**src/rtl/command_scheduler.sv**
```systemverilog
// Command scheduler: queues motor commands in a FIFO and sequences each one
// through executor launch, completion wait and UART acknowledgement.
module command_scheduler #(
    parameter int DEPTH = 4
) (
    input  logic                     clk,
    input  logic                     reset_n,
    input  logic                     cmd_valid,
    input  logic [7:0]               cmd_lmotor,
    input  logic [7:0]               cmd_rmotor,
    input  logic [7:0]               cmd_dur,
    output logic                     cmd_ready,
    input  logic                     exec_done,
    input  logic                     ack_sent,
    input  logic                     estop,
    output logic                     exec_start,
    output logic [7:0]               exec_lmotor,
    output logic [7:0]               exec_rmotor,
    output logic [7:0]               exec_dur,
    output logic                     exec_abort,
    output logic                     ack_start,
    output logic [$clog2(DEPTH):0]   fifo_count,
    output logic                     overflow,
    output logic [7:0]               done_count
);

    localparam int AW = $clog2(DEPTH);
    localparam int CW = AW + 1;
    localparam logic [CW-1:0] FULL = CW'(DEPTH);

    typedef enum logic [1:0] {IDLE, START, RUN, ACK} state_t;

    state_t          r_state;
    state_t          w_next;
    logic [23:0]     r_mem [DEPTH];
    logic [AW-1:0]   r_wr_ptr;
    logic [AW-1:0]   r_rd_ptr;
    logic [CW-1:0]   r_count;
    logic            w_push;
    logic            w_pop;
    logic            w_ack_done;
    logic [23:0]     w_head;

    // Fullness is judged on the current count, so a pop on the same edge
    // never makes room for a push into a full FIFO.
    assign cmd_ready  = (r_count < FULL) & ~estop;
    assign w_push     = cmd_valid & cmd_ready;
    assign w_head     = r_mem[r_rd_ptr];
    assign fifo_count = r_count;
    assign exec_start = (r_state == START);
    assign ack_start  = (r_state == ACK);

    always_ff @(posedge clk) begin
        if (w_push) begin
            r_mem[r_wr_ptr] <= {cmd_lmotor, cmd_rmotor, cmd_dur};
        end
    end

    always_ff @(posedge clk or negedge reset_n) begin
        if (!reset_n) begin
            r_wr_ptr <= '0;
            r_rd_ptr <= '0;
            r_count  <= '0;
        end else if (estop) begin
            r_wr_ptr <= '0;
            r_rd_ptr <= '0;
            r_count  <= '0;
        end else begin
            if (w_push) r_wr_ptr <= r_wr_ptr + AW'(1);
            if (w_pop)  r_rd_ptr <= r_rd_ptr + AW'(1);
            case ({w_push, w_pop})
                2'b10:   r_count <= r_count + CW'(1);
                2'b01:   r_count <= r_count - CW'(1);
                default: r_count <= r_count;
            endcase
        end
    end

    always_ff @(posedge clk or negedge reset_n) begin
        if (!reset_n) r_state <= IDLE;
        else          r_state <= w_next;
    end

    // exec_done is only looked at in RUN, so a level left over from the
    // previous command cannot skip START.
    always_comb begin
        w_next     = r_state;
        w_pop      = 1'b0;
        w_ack_done = 1'b0;
        if (estop) begin
            w_next = IDLE;
        end else begin
            case (r_state)
                IDLE: begin
                    if (r_count != '0) begin
                        w_pop  = 1'b1;
                        w_next = (w_head[7:0] == 8'd0) ? ACK : START;
                    end
                end
                START: w_next = RUN;
                RUN: begin
                    if (exec_done) w_next = ACK;
                end
                ACK: begin
                    if (ack_sent) begin
                        w_next     = IDLE;
                        w_ack_done = 1'b1;
                    end
                end
                default: w_next = IDLE;
            endcase
        end
    end

    always_ff @(posedge clk or negedge reset_n) begin
        if (!reset_n) begin
            exec_lmotor <= '0;
            exec_rmotor <= '0;
            exec_dur    <= '0;
            exec_abort  <= 1'b0;
            overflow    <= 1'b0;
            done_count  <= '0;
        end else begin
            exec_abort <= estop & ((r_state == START) | (r_state == RUN));
            if (w_pop) begin
                exec_lmotor <= w_head[23:16];
                exec_rmotor <= w_head[15:8];
                exec_dur    <= w_head[7:0];
            end
            if (cmd_valid & ~cmd_ready & ~estop) overflow <= 1'b1;
            if (w_ack_done) done_count <= done_count + 8'd1;
        end
    end

endmodule

```
**config.mk**
```make
export PLATFORM = sky130hd
export DESIGN_NAME = command_scheduler
export DESIGN_NICKNAME = d
export VERILOG_FILES = /design/src/rtl/command_scheduler.sv
export SDC_FILE = /design/constraint.sdc
export NUM_CORES = 1
export LEC_CHECK = 0
export ABC_AREA = 0
export CAP_MARGIN = 40
export CORE_ASPECT_RATIO = 0.7
export CORE_MARGIN = 5
export CORE_UTILIZATION = 30
export DETAILED_ROUTE_END_ITERATION = 10
export PLACE_DENSITY = 0.54
export SKIP_LAST_GASP = 1
export SLEW_MARGIN = 20
export SYNTH_ARGS = -nofsm -noshare
export SYNTH_HDL_FRONTEND = slang
export SYNTH_SLANG_ARGS = --single-unit
```
**constraint.sdc**
```tcl
create_clock -name clk -period 2.1 [get_ports clk]
set_clock_uncertainty 0.2 [all_clocks]
set_input_delay 0.525 -clock clk [delete_from_list [all_inputs] [get_ports clk]]
set_output_delay 0.525 -clock clk [all_outputs]
set_load 0.05 [all_outputs]
```
==> run_results.csv, run 1 <==
group,metric,value,unit
outcome,outcome,"finished clean",
layout,final-seq-area,3960,um2
floorplanning,die_area,21000,um2
sta,post-route-period-util,97.1,%
route,drt_iter0_markers,133,
logic_synthesis,syn_area_per_cell,19.6,um2
placement,place_congestion,0.740,
floorplanning,io_pins,70,
floorplanning,start_util,30.4,%
logic_synthesis,synth_fp_nets,318,
floorplanning,chipWidth,171,um
clock_network,clk_latency,0.42,ns
worst_hold_path,hold_path_end,"done_count[7]",
sta,slew_violations,0,
layout,final_util,41.1,%
setup_path,worstSetupStartpointType,"register",
clock_network,htreeDepth,4,
logic_synthesis,synthDistinctLibCells,38,
route,vias,2816,
route,postRouteAntennaNets,0,
power,p_leak,0.00271,uW
setup_path,end_kind,"output pin",
sta,relSlewSlack,65.6,%
sta,fin_crit,2.04,ns
worst_hold_path,hp-start,"done_count[7]",
logic_synthesis,syn_area,5450,um2
power,p_per_area,1370,nW/um2
layout,multiInputGateArea,1450,um2
sta,setup_ws,0.0609,ns
logic_synthesis,synth_edf_count,96,
layout,area_delta_synth_final,35.3,%
setup_path,r2r_setup_slack,0.13,ns
setup_path,crit_fanout,3,
sta,grt_setup_unrepaired,"true",
layout,fillerInstances,1612,
route,drt_wl_total,11200,um
clock_network,clockBufferDepth,2,
placement,io_buffers,69,
floorplanning,num_rows,41,
layout,n_antenna_cell,0,
sta,max_clock_freq,490,MHz
sta,hold_ws,0.273,ns
clock_network,clk_pin_slew,0.06,ns
clock_network,cts_tree,"done",
global_routing,grt_pass1_vias,2979,
layout,fin_area,7380,um2
route,avgRoutedWirePerCell,17.6,um
placement,hpwl,7560,um
placement,preCtsSetupSlack,-0.426,ns
floorplanning,core_area,18000,um2
global_routing,grt_overflow,0,
clock_network,cts_sinks,139,
setup_path,r2r_cells,8,
logic_synthesis,synth_cells,278,
sta,finalSetupTns,0,ns
setup_path,r2r-end,"fifo_count[2]",
logic_synthesis,ys.flop_type,"edfxtp_1",
layout,finalNetCount,426,
sta,worst_pin_slew,0.517,ns
clock_network,cts_made_buffers,17,
power,ir_worst_vdd,962,uV
worst_hold_path,hold_path.class,"register to register",
placement,place_area,6740,um2
global_routing,grt_max_degree,29,
worst_hold_path,hold_depth,1,
global_routing,antenna_found_initial,0,
global_routing,grt_pass1_wl,17500,um
logic_synthesis,ys_ff_latch,139,
clock_network,cts_root_buffer,"clkbuf_16",
logic_synthesis,ys_seq_area_share,72.6,%
logic_synthesis,yosysWarnings,0,
setup_path,critPathRequiredTime,1.37,ns
sta,hold_violations,0,
global_routing,grtUsageTotal,11.5,%
setup_path,critPathKind,"register to output pin",
layout,drive_above_1_share,41.1,%
route,remaining_drc_errors,0,
floorplanning,die_y,123,um
setup_path,arrival,1.31,ns
logic_synthesis,synthArstFlopShare,30.9,%
sta,setup-violations-final,0,
run,cap_violations,0,
route,via_per_inst,4.43,
setup_path,r2r-start,"fifo_count[2]",
route,dr.pass1.iters,5,
==> cell usage after synthesis (2+ instances only) <==
cell type	n	area share, %
dfrtp_1	43	20
inv_1	5	0.34
nand2b_1	3	0.34
edfxtp_1	96	53
nand2_1	5	0.34
buf_2	4	0.37
buf_6	2	0.41
mux4_1	4	1.9
mux2_1	6	1.2
nor3_1	3	0.28
clkbuf_1	5	0.34
nand4_1	3	0.34
and2_1	6	0.69
and3_1	3	0.34
nor4_2	2	0.46
ha_1	9	2.1
a31oi_1	2	0.23
a21oi_1	2	0.18
mux2_2	19	3.9
nor2_1	9	0.62
mux4_2	20	8.3
xnor2_1	11	1.8
==> flip-flops by register name, indices dropped and copies added (netlist names) <==
signal	cells
r_mem	96
exec_rmotor	8
fifo_count	3
r_rd_ptr	2
r_wr_ptr	2
overflow	1
exec_lmotor	8
exec_abort	1
r_state	2
done_count	8
exec_dur	8
==> layout make-up <==
cell class	count	share of cell area, %
Inverter	6	0.305
Sequential cell	139	53.7
Tap cell	236	4.00
Multi-Input combinational cell	121	19.7
Timing Repair Buffer	101	14.3
Clock buffer	18	5.82
Clock inverter	14	2.20
==> critical path, stage by stage, from the launching register on <==
cell and delay [ns]:
dfrtp_1 0.37, buf_4 0.15, ha_1 0.22, buf_12 0.15
==> placed cells by master (no fill, tap or decap), types with 5 or more instances in the layout <==
master,synthesis,final
edfxtp_1,96,96
buf_4,0,53
dfrtp_1,43,39
clkdlybuf4s50_1,0,26
mux4_2,20,20
mux2_2,19,19
buf_12,1,18
clkbuf_16,0,17
xnor2_1,11,11
nor2_1,9,8
ha_1,9,7
mux2_1,6,6
inv_1,5,5
nand2_1,5,5
clkinv_4,0,5
==> kinds of logic (layout without fill, tap and decap cells) <==
group / Yosys count / count (layout) / share of synthesized area, %
and+or+nand+nor: 41 / 41 / 4.43
buffers and inverters: 18 / 139 / 1.90
muxes: 50 / 50 / 15.5
xor gates and xnor gates: 12 / 12 / 1.93
adders and majority gates: 10 / 10 / 2.43
AOI/OAI and AO/OA: 8 / 8 / 1.19
DFF: 139 / 139 / 72.6
==> power by group <==
part	total (uW)	leakage [uW]	internal [uW]	switching, uW
registers	3630	0.00140	3400	231
clock network	2960	0.000288	1780	1180
logic	3520	0.00102	1480	2040
total	10100	0.00271	6650	3450
==> layer usage <==
layer	vias to the layer above	track usage (%)	wire length (um)
met5	-	0	0
met2	57	16.8	5250
met3	9	4.76	626
met1	1450	15.7	5210
met4	0	3.41	95
li1	1300	-	-
==> how the worst max path moves through the flow <==
stage | start | to | cells past startpoint
6_report | r_state[0] | exec_start | 3
5_1_grt | fifo_count[2] | fifo_count[2] | 8
4_1_cts | fifo_count[2] | cmd_ready | 3
3_5_place_dp | estop | fifo_count[2] | 8
3_3_place_gp | estop | fifo_count[2] | 8
2_1_floorplan | fifo_count[2] | fifo_count[2] | 8
==> stage by stage <==
stage / power, uW / std cells
after floorplan: 5930 / 278
after global placement: 7170 / 600
after detailed placement: 7220 / 600
after CTS: 10200 / 634
after global routing: 10600 / 635
final: 10100 / 635
==> timing repair <==
item / 4_1_cts / 5_1_grt
cloned: 0 / 0
setup endpoints to repair: 1 / 24
setup buffers: 1 / 1
hold buffers: 1 / 0
endpoints found under the hold margin: 15 / 0
pin swaps: 0 / 1
resized for setup: 1 / 5
(Power assumes the default switching activity.)
==> inputs of run 2 (changes only) <==
Settings changed: PLACE_DENSITY 0.54 to 0.59.
==> run 2 against run 1 <==
Effect of this change:
- worst setup slack worse by 0.0080 ns
- largest cell class unchanged
- highest routed layer unchanged
- global-route usage is 0.32 points lower
- clock-buffer cell count is 1 lower
- sequential share of layout area is 0.16 points higher
- cell count stayed put
==> run_results.csv, run 2 (synthesized netlist as in run 1, its figures left out) <==
group,metric,value,unit
outcome,outcome,"finished clean",
clock_network,clk_pin_slew,0.06,ns
floorplanning,io_pins,70,
sta,setup-violations-final,0,
sta,slew_violations,0,
power,power_frac_comb,34.9,%
route,avgRoutedWirePerCell,17.4,um
sta,fin_crit,2.05,ns
power,share_seq_of_total_power,36.3,%
placement,place_area,6750,um2
layout,finalNetCount,426,
sta,relSlewSlack,76.9,%
setup_path,worstSetupStartpointType,"register",
placement,hpwl,7360,um
setup_path,critPathRequiredTime,1.37,ns
sta,setup_ws,0.0529,ns
setup_path,end_kind,"output pin",
clock_network,htreeDepth,4,
sta,max_clock_freq,489,MHz
placement,place_congestion,0.752,
setup_path,crit_fanout,3,
layout,largest_reg_flops,96,
power,p_per_area,1360,nW/um2
global_routing,grt_pass1_vias,3013,
sta,grt_setup_unrepaired,"true",
sta,worst_pin_slew,0.346,ns
power,ir_worst_vdd,663,uV
power,p_int,6630,uW
route,remaining_drc_errors,0,
layout,top_register,"r_mem",
run,cap_violations,0,
power,p_leak,0.00269,uW
global_routing,grtUsageTotal,11.2,%
layout,fillerInstances,1612,
layout,fin_area,7360,um2
layout,final_util,41.0,%
floorplanning,start_util,30.4,%
power,total_power,10000,uW
route,dr.pass1.iters,4,
route,drt_iter0_markers,142,
clock_network,cts_root_buffer,"clkbuf_16",
sta,hold_violations,0,
power,swShare,33.8,%
clock_network,cts_tree,"done",
route,vias,2836,
clock_network,clockBufferDepth,2,
layout,area_delta_synth_final,34.9,%
floorplanning,die_y,123,um
layout,final_common_cell,"edfxtp_1",
global_routing,antenna_found_initial,0,
clock_network,cts_sinks,139,
layout,layout_common_cells,"96 x edfxtp_1, 52 x buf_4, 39 x dfrtp_1",
route,drt_wl_total,11000,um
sta,post-route-period-util,97.5,%
layout,drive_above_1_share,40.4,%
global_routing,grt_overflow,0,
layout,n_antenna_cell,0,
power,power_frac_clock,28.8,%
floorplanning,num_rows,41,
clock_network,clk_latency,0.42,ns
global_routing,grt_pass1_wl,17200,um
setup_path,critPathKind,"register to output pin",
global_routing,grt_max_degree,44,
placement,preCtsSetupSlack,-0.418,ns
route,via_per_inst,4.47,
setup_path,arrival,1.32,ns
clock_network,cts_made_buffers,17,
sta,finalSetupTns,0,ns
clock_network,post-cts-setup-buffers,0,
power,p_sw,3390,uW
placement,io_buffers,69,
route,postRouteAntennaNets,0,
worst_hold_path,hold_path.class,"register to register",
floorplanning,core_area,18000,um2
floorplanning,chipWidth,171,um
floorplanning,die_area,21000,um2
## run 2: layout make-up
| type | count | area (um2) | area share (%) |
|---|---|---|---|
| Clock buffer | 17 | 425 | 5.78 |
| Clock inverter | 15 | 149 | 2.02 |
| Inverter | 6 | 22.5 | 0.306 |
| Multi-Input combinational cell | 121 | 1450 | 19.6 |
| Sequential cell | 139 | 3960 | 53.9 |
| Tap cell | 236 | 295 | 4.01 |
| Timing Repair Buffer | 101 | 1060 | 14.4 |
## run 2: timing repair
action	4_1_cts	5_1_grt
endpoints found under the setup margin	1	3
hold buffers	1	0
resized for setup	2	3
cloned	0	0
endpoints found under the hold margin	43	0
## run 2: final timing paths
check	slack [ns]	endpoint	start	cells after the start
worst max-delay path	0.05	exec_start	r_state[0]	3
worst min-delay path	0.28	exec_rmotor[3]	exec_rmotor[3]	1
worst max register to register	0.07	fifo_count[2]	fifo_count[2]	7
worst min register to register	0.28	exec_rmotor[3]	exec_rmotor[3]	1
max in group asynchronous	1.03	r_rd_ptr[0]	reset_n	3
min in group asynchronous	0.43	exec_dur[5]	reset_n	3
## run 2: per-layer routing
layer | GRT usage, % | up-vias | routed length, um
li1 | - | 1300 | -
met1 | 14.9 | 1467 | 5100
met2 | 16.7 | 62 | 5170
met3 | 3.96 | 7 | 636
met4 | 4.45 | 0 | 114
met5 | 0 | - | 0
## run 2: per-stage QoR
stage          instances  hold slack [ns]
5_1_grt              635            0.300
6_report             635            0.281
4_1_cts              635            0.289
3_3_place_gp         602            0.263
3_5_place_dp         602            0.271
2_1_floorplan        278           0.0294
## run 2: critical path: stages, from the launching register on
cell	delay, ns
dfrtp_1	0.38
buf_4	0.16
ha_1	0.22
buf_12	0.15
## run 2: power by group through the flow
stage	Clock, uW	Sequential [uW]	Combinational, uW
4_1_cts	2950	3640	3550
2_1_floorplan	0	4670	1260
5_1_grt	3090	3690	3720
3_5_place_dp	0	3690	3540
3_3_place_gp	0	3670	3510
6_report	2880	3630	3500
==> inputs of run 3 (changes only) <==
Settings changed: CTS_BUF_LIST set to sky130_fd_sc_hd__clkbuf_8.
==> run 3 against run 2 <==
Effect of this change:
- maximum frequency is 0.49% higher
- critical path depth did not move
- worst hold slack improved by 0.0044 ns
- sequential share of layout area grew 1.3 points
- critical path type unchanged
==> run_results.csv, run 3 (synthesized netlist as in run 1, its figures left out) <==
group,metric,value,unit
outcome,outcome,"finished clean",
sta,grt_setup_unrepaired,"true",
setup_path,critPathKind,"register to output pin",
floorplanning,die_y,123,um
route,drt_iter0_markers,153,
placement,place_area,6750,um2
layout,fin_area,7180,um2
layout,fin_cells,636,
floorplanning,core_area,18000,um2
power,total_power,9240,uW
layout,area_delta_synth_final,31.7,%
sta,fin_crit,2.04,ns
layout,drive_above_1_share,40.8,%
clock_network,htreeDepth,4,
worst_hold_path,hold_path.class,"register to register",
power,swShare,35.7,%
layout,largest_reg_flops,96,
sta,post-route-period-util,97.0,%
route,postRouteAntennaNets,0,
power,p_sw,3290,uW
clock_network,clk_latency,0.45,ns
global_routing,grt_pass1_vias,3004,
floorplanning,io_pins,70,
sta,slew_violations,0,
layout,finalNetCount,427,
power,p_leak,0.00261,uW
global_routing,grt_overflow,0,
power,ir_worst_vdd,624,uV
clock_network,cts_made_buffers,17,
setup_path,crit_fanout,3,
sta,setup_ws,0.0630,ns
global_routing,grt_pass1_wl,17100,um
placement,io_buffers,69,
placement,dp_cells,602,
sta,setup-violations-final,0,
route,remaining_drc_errors,0,
layout,final-seq-area,3960,um2
setup_path,arrival,1.31,ns
sta,relSlewSlack,77.0,%
clock_network,cts_tree,"done",
layout,fillerInstances,1625,
route,vias,2832,
clock_network,cts_sinks,139,
clock_network,cts_root_buffer,"clkbuf_8",
route,drt_wl_total,11000,um
floorplanning,die_area,21000,um2
floorplanning,start_util,30.4,%
global_routing,grtUsageTotal,11.1,%
layout,final_common_cell,"edfxtp_1",
placement,hpwl,7360,um
power,p_int,5950,uW
clock_network,clk_pin_slew,0.07,ns
setup_path,critPathRequiredTime,1.37,ns
run,cap_violations,0,
sta,max_clock_freq,491,MHz
power,share_seq_of_total_power,39.2,%
setup_path,worstSetupStartpointType,"register",
clock_network,clockBufferDepth,2,
layout,layout_common_cells,"96 x edfxtp_1, 51 x buf_4, 39 x dfrtp_1",
placement,preCtsSetupSlack,-0.418,ns
sta,worst_pin_slew,0.345,ns
global_routing,grt_max_degree,44,
sta,finalSetupTns,0,ns
route,dr.pass1.iters,4,
layout,n_antenna_cell,0,
setup_path,end_kind,"output pin",
global_routing,antenna_found_initial,0,
floorplanning,chipWidth,171,um
placement,place_congestion,0.752,
sta,hold_violations,0,
power,p_per_area,1290,nW/um2
route,avgRoutedWirePerCell,17.3,um
power,power_frac_comb,38.1,%
route,via_per_inst,4.45,
floorplanning,num_rows,41,
layout,top_register,"r_mem",
power,power_frac_clock,22.7,%
layout,multiInputGateArea,1450,um2
## run 3: cell types whose count changed in the layout (fill, tap and decap cells not counted), sizes merged
cell	change
buf	+1
## run 3: final timing paths
path	from	to	slack, ns	depth (start not counted)
worst max register to register	fifo_count[1]	fifo_count[2]	0.08	7
worst max-delay path	r_state[0]	exec_start	0.06	3
min in group asynchronous	reset_n	exec_lmotor[7]	0.39	3
worst min-delay path	exec_rmotor[3]	exec_rmotor[3]	0.29	1
worst min register to register	exec_rmotor[3]	exec_rmotor[3]	0.29	1
max in group asynchronous	reset_n	r_rd_ptr[0]	1.06	3
## run 3: power groups by stage
stage | clock [uW] | sequential (uW) | combinational (uW)
after floorplan | 0 | 4670 | 1260
after global placement | 0 | 3670 | 3510
after detailed placement | 0 | 3690 | 3540
after CTS | 2170 | 3630 | 3570
after global routing | 2280 | 3680 | 3740
final | 2090 | 3630 | 3520
## run 3: layout make-up
type                    instances  area share (%)
repair buffers                102            14.9
clock inverters                15            2.07
well taps                     236            4.11
inverters                       6           0.314
clock buffers                  17            3.26
multi-input cells             121            20.2
flip-flops and latches        139            55.2
## run 3: through the flow
stage | util, % | hold slack, ns
2_1_floorplan | - | 0.0294
3_3_place_gp | 37.6 | 0.263
3_5_place_dp | 37.6 | 0.271
4_1_cts | 39.9 | 0.295
5_1_grt | 40.0 | 0.306
6_report | 40.0 | 0.285
## run 3: what timing repair did
item	CTS	global route
endpoints found under the hold margin	43	0
hold buffers	1	0
resized for setup	3	5
setup buffers	1	0
endpoints found under the setup margin	3	5
## run 3: routing by layer
| metal | wire length [um] | GRT usage [%] |
|---|---|---|
| met4 | 168 | 4.60 |
| met1 | 5030 | 14.8 |
| met5 | 0 | 0 |
| met2 | 5140 | 16.6 |
| met3 | 682 | 3.86 |
## run 3: worst max-delay path, stage by stage, from the launching register on
cell and delay (ns):
dfrtp_1 0.38, buf_4 0.16, ha_2 0.19, buf_12 0.14
